## config.mk

```make
export PLATFORM = sky130hd
export DESIGN_NAME = wb_arbiter
export DESIGN_NICKNAME = d
export VERILOG_FILES = /design/src/rtl/wb_pkg.sv /design/src/rtl/wb_fifo.sv /design/src/rtl/wb_arbiter.sv
export SDC_FILE = /design/constraint.sdc
export NUM_CORES = 1
export LEC_CHECK = 0
export CORE_MARGIN = 1
export CORE_UTILIZATION = 25
export DETAILED_ROUTE_END_ITERATION = 12
export PLACE_DENSITY = 0.46
export SLEW_MARGIN = 20
export SYNTH_ARGS = -nofsm -noshare
export SYNTH_HDL_FRONTEND = slang
export SYNTH_SLANG_ARGS = --single-unit
export TNS_END_PERCENT = 30
```

## constraint.sdc

```tcl
create_clock -name Clk -period 4.3 [get_ports Clk]
set_input_delay 0.43 -clock Clk [delete_from_list [all_inputs] [get_ports Clk]]
set_output_delay 0.43 -clock Clk [all_outputs]
set_load 0.05 [all_outputs]
```

## src/rtl/wb_pkg.sv

```systemverilog
// Shared definitions for the writeback arbiter and its load-result buffer.
package wb_pkg;

  localparam int unsigned XLEN       = 32;
  localparam int unsigned REG_ADDR_W = 5;

  // One buffered load result: destination register and data.
  typedef struct packed {
    logic [REG_ADDR_W-1:0] rd;
    logic [XLEN-1:0]       data;
  } wb_entry_t;

endpackage

```

## src/rtl/wb_fifo.sv

```systemverilog
// Load-result buffer for the writeback arbiter: circular FIFO with
// WAW kill (matching entries have rd cleared) and next-state per-entry
// rd/valid outputs so the owner can register an exact busy mask.
module wb_fifo
  import wb_pkg::*;
#(
  parameter int unsigned FIFO_DEPTH = 2
) (
  input  logic                                  Clk,
  input  logic                                  Reset,
  input  logic                                  enq,
  input  wb_entry_t                             enq_entry,
  input  logic                                  deq,
  input  logic                                  kill_en,
  input  logic [REG_ADDR_W-1:0]                 kill_rd,
  output logic                                  ready,
  output logic                                  head_vld,
  output wb_entry_t                             head,
  output logic [FIFO_DEPTH-1:0]                 nxt_vld,
  output logic [FIFO_DEPTH-1:0][REG_ADDR_W-1:0] nxt_rd
);

  localparam int unsigned PW = $clog2(FIFO_DEPTH);
  localparam int unsigned CW = PW + 1;

  wb_entry_t       mem   [FIFO_DEPTH];
  wb_entry_t       mem_n [FIFO_DEPTH];
  logic [PW-1:0]   rd_ptr, rd_ptr_n;
  logic [PW-1:0]   wr_ptr, wr_ptr_n;
  logic [CW-1:0]   count, count_n;
  logic            rst_q;
  logic            do_enq;
  logic            do_deq;
  logic [PW-1:0]   ofs;

  // Ready comes from registers only; rst_q holds it low after a reset edge.
  assign ready    = !rst_q && (count < CW'(FIFO_DEPTH));
  assign head_vld = (count != '0);
  assign head     = mem[rd_ptr];
  assign do_enq   = enq && ready;
  assign do_deq   = deq && head_vld;

  // Next-state: kill matching entries, enqueue (also subject to kill), advance pointers.
  always_comb begin
    ofs = '0;
    for (int unsigned i = 0; i < FIFO_DEPTH; i++) begin
      mem_n[i] = mem[i];
      if (kill_en && (mem[i].rd == kill_rd)) mem_n[i].rd = '0;
    end
    if (do_enq) begin
      mem_n[wr_ptr] = enq_entry;
      if (kill_en && (enq_entry.rd == kill_rd)) mem_n[wr_ptr].rd = '0;
    end
    wr_ptr_n = wr_ptr + PW'(do_enq);
    rd_ptr_n = rd_ptr + PW'(do_deq);
    count_n  = count + CW'(do_enq) - CW'(do_deq);
    // Slot i is occupied when its distance from the read pointer is below count.
    for (int unsigned i = 0; i < FIFO_DEPTH; i++) begin
      ofs        = PW'(i) - rd_ptr_n;
      nxt_vld[i] = (CW'(ofs) < count_n);
      nxt_rd[i]  = mem_n[i].rd;
    end
  end

  // State registers.
  always_ff @(posedge Clk) begin
    if (Reset) begin
      rd_ptr <= '0;
      wr_ptr <= '0;
      count  <= '0;
      rst_q  <= 1'b1;
      for (int unsigned i = 0; i < FIFO_DEPTH; i++) mem[i] <= '0;
    end else begin
      rd_ptr <= rd_ptr_n;
      wr_ptr <= wr_ptr_n;
      count  <= count_n;
      rst_q  <= 1'b0;
      for (int unsigned i = 0; i < FIFO_DEPTH; i++) mem[i] <= mem_n[i];
    end
  end

endmodule

```

## src/rtl/wb_arbiter.sv

```systemverilog
// Register-file writeback arbiter: ALU results take priority, buffered load
// results drain when the ALU is idle. Optional feature macro WB_STATS_EN adds
// a saturating Stall_Count output.
module wb_arbiter
  import wb_pkg::*;
#(
  parameter int unsigned FIFO_DEPTH = 2
) (
  input  logic                  Clk,
  input  logic                  Reset,
  input  logic                  Alu_Valid,
  input  logic [REG_ADDR_W-1:0] Alu_Rd,
  input  logic [XLEN-1:0]       Alu_Data,
  input  logic                  Ld_Valid,
  output logic                  Ld_Ready,
  input  logic [REG_ADDR_W-1:0] Ld_Rd,
  input  logic [XLEN-1:0]       Ld_Data,
  output logic [REG_ADDR_W-1:0] Rd_Addr,
  output logic [XLEN-1:0]       Rd_Data,
  output logic [31:0]           Busy_Mask
`ifdef WB_STATS_EN
  ,
  output logic [15:0]           Stall_Count
`endif
);

  wb_entry_t                             ld_entry;
  wb_entry_t                             head;
  logic                                  head_vld;
  logic                                  kill_en;
  logic                                  ld_enq;
  logic [FIFO_DEPTH-1:0]                 nxt_vld;
  logic [FIFO_DEPTH-1:0][REG_ADDR_W-1:0] nxt_rd;
  logic [REG_ADDR_W-1:0]                 sel_addr;
  logic [XLEN-1:0]                       sel_data;
  logic [31:0]                           busy_n;

  assign ld_entry = '{rd: Ld_Rd, data: Ld_Data};
  // Loads to x0 are handshaken but never stored.
  assign ld_enq   = Ld_Valid && (Ld_Rd != '0);
  assign kill_en  = Alu_Valid && (Alu_Rd != '0);

  wb_fifo #(
    .FIFO_DEPTH (FIFO_DEPTH)
  ) u_fifo (
    .Clk       (Clk),
    .Reset     (Reset),
    .enq       (ld_enq),
    .enq_entry (ld_entry),
    .deq       (!Alu_Valid),
    .kill_en   (kill_en),
    .kill_rd   (Alu_Rd),
    .ready     (Ld_Ready),
    .head_vld  (head_vld),
    .head      (head),
    .nxt_vld   (nxt_vld),
    .nxt_rd    (nxt_rd)
  );

  // Priority select: ALU, else FIFO head; killed entries and x0 become idle writes.
  always_comb begin
    sel_addr = '0;
    sel_data = '0;
    if (Alu_Valid) begin
      if (Alu_Rd != '0) begin
        sel_addr = Alu_Rd;
        sel_data = Alu_Data;
      end
    end else if (head_vld && (head.rd != '0)) begin
      sel_addr = head.rd;
      sel_data = head.data;
    end
  end

  // Busy mask from next-state buffer contents so it tracks the buffer exactly.
  always_comb begin
    busy_n = '0;
    for (int unsigned i = 0; i < FIFO_DEPTH; i++) begin
      if (nxt_vld[i]) busy_n[nxt_rd[i]] = 1'b1;
    end
    busy_n[0] = 1'b0;
  end

  // Output registers.
  always_ff @(posedge Clk) begin
    if (Reset) begin
      Rd_Addr   <= '0;
      Rd_Data   <= '0;
      Busy_Mask <= '0;
    end else begin
      Rd_Addr   <= sel_addr;
      Rd_Data   <= sel_data;
      Busy_Mask <= busy_n;
    end
  end

`ifdef WB_STATS_EN
  logic [15:0] stall_cnt;

  // Saturating count of offered-but-refused load cycles.
  always_ff @(posedge Clk) begin
    if (Reset) begin
      stall_cnt <= '0;
    end else if (Ld_Valid && !Ld_Ready && (stall_cnt != '1)) begin
      stall_cnt <= stall_cnt + 16'd1;
    end
  end

  assign Stall_Count = stall_cnt;
`endif

endmodule

```

==> flow_summary.yaml <==
run_status:
  status: "finished, final reports clean"
synthesis:
  synth_seq_area_share_pct: 47.1
  synth_top_cell_area_share_pct: 47.1
  net_count_of_the_mapped_netlist: 679
  synth_warnings: 0
  netlist.top_cell.by_area: "sky130_fd_sc_hd__dfxtp_1"
  synth_area_per_cell_um2: 10.5
  synth_seq_cells: 147
  syn-cell-area_um2: 6240
  postSynthCellCount: 597
  synthTopCellsByArea: "sky130_fd_sc_hd__dfxtp_1 (47%), sky130_fd_sc_hd__mux2i_1 (10%), sky130_fd_sc_hd__nor2_1 (8.6%)"
  yosys.cell_types.count: 45
final_layout:
  final.fill_count: 2460
  drive_gt1_share_pct: 15.8
  final_net_count: 810
  layout-area-overhead-vs-synth_pct: 39.0
cts:
  clk_root_buffer_cell: "sky130_fd_sc_hd__clkbuf_16"
  htree_num_levels: 4
  clk_pin_slew_ns: 0.06
  cts.sinks: 147
  cts_tree: "done"
  insertion_delay_ns: 0.41
  cts_resized: 0
  ctsLongestPathBuffers: 2
  postCtsSetupRepairBufs: 0
  holdBufCountCts: 0
  cts_made_buffers: 17
die:
  start_util_pct: 25.6
  die_height_um: 160
  fp.dieW_um: 160
  boundaryPins: 148
  core_um2: 24400
  die-area_um2: 25600
  row_count: 57
route:
  drc: 0
  drt-vias-per-instance: 4.59
  detail-route-antenna-nets: 0
  drt_wl_total_um: 17000
  wire_per_inst_um: 16.0
  vias: 4890
  drt_pre_antenna_iters: 5
  drt_iter0_markers: 272
critical_path:
  criticalPathCategory: "input pin to register"
  critical_path_peak_fanout: 8
  cp_data_arrival_time_ns: 3.35
  timing.rr.start: "u_fifo.count[1]"
  critPathLaunch: "Alu_Valid"
  timing.critical_path.from_type: "input pin"
  critical_path_required_ns: 4.59
  crit_path_end_kind: "register"
timing:
  fmax_mhz: 327
  finalWorstSetupSlack_ns: 1.24
  hold_viol_final: 0
  fin_crit_sh_pct: 71.2
  report.final.slew_viol_count: 0
  tightest_slew_ns: 0.819
  slew-limit-headroom_pct: 45.4
  rsz_0062_raised_after_global_routing: "no"
  period_needed_ns: 3.06
  setup_viol: 0
  clock-skew-final_ns: 0.00853
  fin_tns_setup_ns: 0
global_route:
  met3_usage_pct: 4.08
  gr-usage-met1_pct: 17.7
  first_global_vias: 5013
  grt_start_max_net_pins: 106
  grt_busiest_layer: "met2"
  antenna_found_initial: 1
  gr-total-overflow: 0
  global_route.usage.total_pct: 13.7
  grt_util_met2_pct: 22.4
  grt_first_pass_wirelength_um: 27800
worst_hold_path:
  hold_path_class: "register to register"
placement:
  pre_cts_ws_ns: 0.823
  detailed_place_hpwl_um: 11700
  gp_congestion: 0.795
  port-buffer-count: 146
pwr:
  total_leakage_power_nw: 3.08
  powerDensity_nw_per_um2: 463
  vdd_ir_drop_max_v: 0.000260
job:
  drv_cap: 0
path summary, 6_finish.rpt:
check | end | slack, ns | depth (start not counted)
setup / recovery | Busy_Mask[4] | 1.24 | 11
hold / removal | register | 0.49 | 2
hold reg to reg | register | 0.49 | 2
setup reg to reg | Busy_Mask[4] | 1.32 | 11
per-layer routing:
metal  routed length, µm  share of wire [%]
met5                   0                  0
met4                 191                1.1
met3                 931                5.5
met2                7950                 47
met1                7970                 47
area by class of cell:
type                            count  area [µm²]  share of cell area, %
Sequential cell                   147        2940                   33.9
Tap cell                          324         405                   4.67
Inverter                            5        18.8                  0.216
Clock inverter                     15         220                   2.54
Antenna cell                        1        2.50                 0.0288
Multi-Input combinational cell    404        3120                   36.0
Clock buffer                       17         425                   4.90
Timing Repair Buffer              153        1540                   17.7
synth_stat cells (all sizes together):
cell type and count:
a22oi 63, clkbuf 26, o21a 2, a32o 6, xor2 10, nand2b 8
and3 3, nand4 1, buf 15, nor4 2, mux2i 65, dfxtp 147
xnor2 8, mux2 36, or4b 1, and3b 2, or4 1, nor2 143
nor2b 2, a21oi 7, nor3 16, a32oi 9, nor3b 4, nand4bb 1
a21boi 2, ha 4, conb 1, nand2 2, a41oi 2, o31ai 1
inv 5, nand3 2
cells in the final DEF, fill, tap and decap left out, types with 2 or more instances in the layout:
master	Yosys	final
sky130_fd_sc_hd__dfxtp_1	147	146
sky130_fd_sc_hd__clkdlybuf4s50_1	0	145
sky130_fd_sc_hd__nor2_1	143	143
sky130_fd_sc_hd__mux2i_1	65	65
sky130_fd_sc_hd__a22oi_1	63	63
sky130_fd_sc_hd__mux2_2	36	36
sky130_fd_sc_hd__clkbuf_16	0	17
sky130_fd_sc_hd__nor3_2	11	11
sky130_fd_sc_hd__xor2_1	10	10
sky130_fd_sc_hd__xnor2_1	8	8
sky130_fd_sc_hd__nand2b_1	8	8
sky130_fd_sc_hd__buf_4	1	6
sky130_fd_sc_hd__inv_1	5	5
sky130_fd_sc_hd__a21oi_1	5	5
sky130_fd_sc_hd__a32oi_4	4	4
sky130_fd_sc_hd__nor3b_4	4	4
sky130_fd_sc_hd__bufinv_16	0	4
sky130_fd_sc_hd__inv_6	0	4
sky130_fd_sc_hd__a32o_2	3	3
sky130_fd_sc_hd__nor3_1	3	3
sky130_fd_sc_hd__a32oi_2	3	3
sky130_fd_sc_hd__and3_1	3	3
sky130_fd_sc_hd__clkinvlp_4	0	3
sky130_fd_sc_hd__inv_8	0	3
sky130_fd_sc_hd__nand2_1	2	2
sky130_fd_sc_hd__a41oi_4	2	2
sky130_fd_sc_hd__nand3_1	2	2
sky130_fd_sc_hd__a32o_1	2	2
sky130_fd_sc_hd__and3b_1	2	2
sky130_fd_sc_hd__a32oi_1	2	2
sky130_fd_sc_hd__nor3_4	2	2
sky130_fd_sc_hd__nor2b_1	2	2
sky130_fd_sc_hd__ha_1	4	2
sky130_fd_sc_hd__ha_2	0	2
kinds of logic after synthesis:
group | count (synthesis) | synth area share, %
and+or+nand+nor | 188 | 15.5
DFF | 147 | 47.1
muxes | 101 | 16.9
AOI/OAI and AO/OA | 92 | 14.0
buffers and inverters | 46 | 3.11
xor gates and xnor gates | 18 | 2.53
adders and majority gates | 4 | 0.802
other | 1 | 0.0601
critical path: stages:
cell and delay [ns]:
sky130_fd_sc_hd__clkdlybuf4s50_1 0.54, sky130_fd_sc_hd__nor2_1 0.47, sky130_fd_sc_hd__ha_1 0.33, sky130_fd_sc_hd__inv_1 0.06
sky130_fd_sc_hd__ha_1 0.14, sky130_fd_sc_hd__xor2_1 0.20, sky130_fd_sc_hd__xnor2_1 0.19, sky130_fd_sc_hd__a21boi_2 0.43
sky130_fd_sc_hd__and3b_1 0.32, sky130_fd_sc_hd__a22oi_1 0.19, sky130_fd_sc_hd__nor2_1 0.06
where the power goes:
group | switching, mW | total [mW] | internal, mW
Clock | 0.642 | 1.63 | 0.992
Combinational | 0.526 | 0.884 | 0.358
Sequential | 0.0528 | 1.50 | 1.44
Total | 1.22 | 4.01 | 2.79
metrics by stage:
stage	power [mW]	hold WS, ns	area (µm²)	cells	util, %
floorplan	2.14	0.454	6240	597	-
global placement	2.40	0.467	8000	1032	32.8
detailed placement	2.41	0.480	8000	1032	32.8
CTS	4.07	0.493	8640	1064	35.4
global route	4.21	0.514	8670	1065	35.6
finish	4.01	0.489	8670	1066	35.6
(Power assumes the default switching activity.)
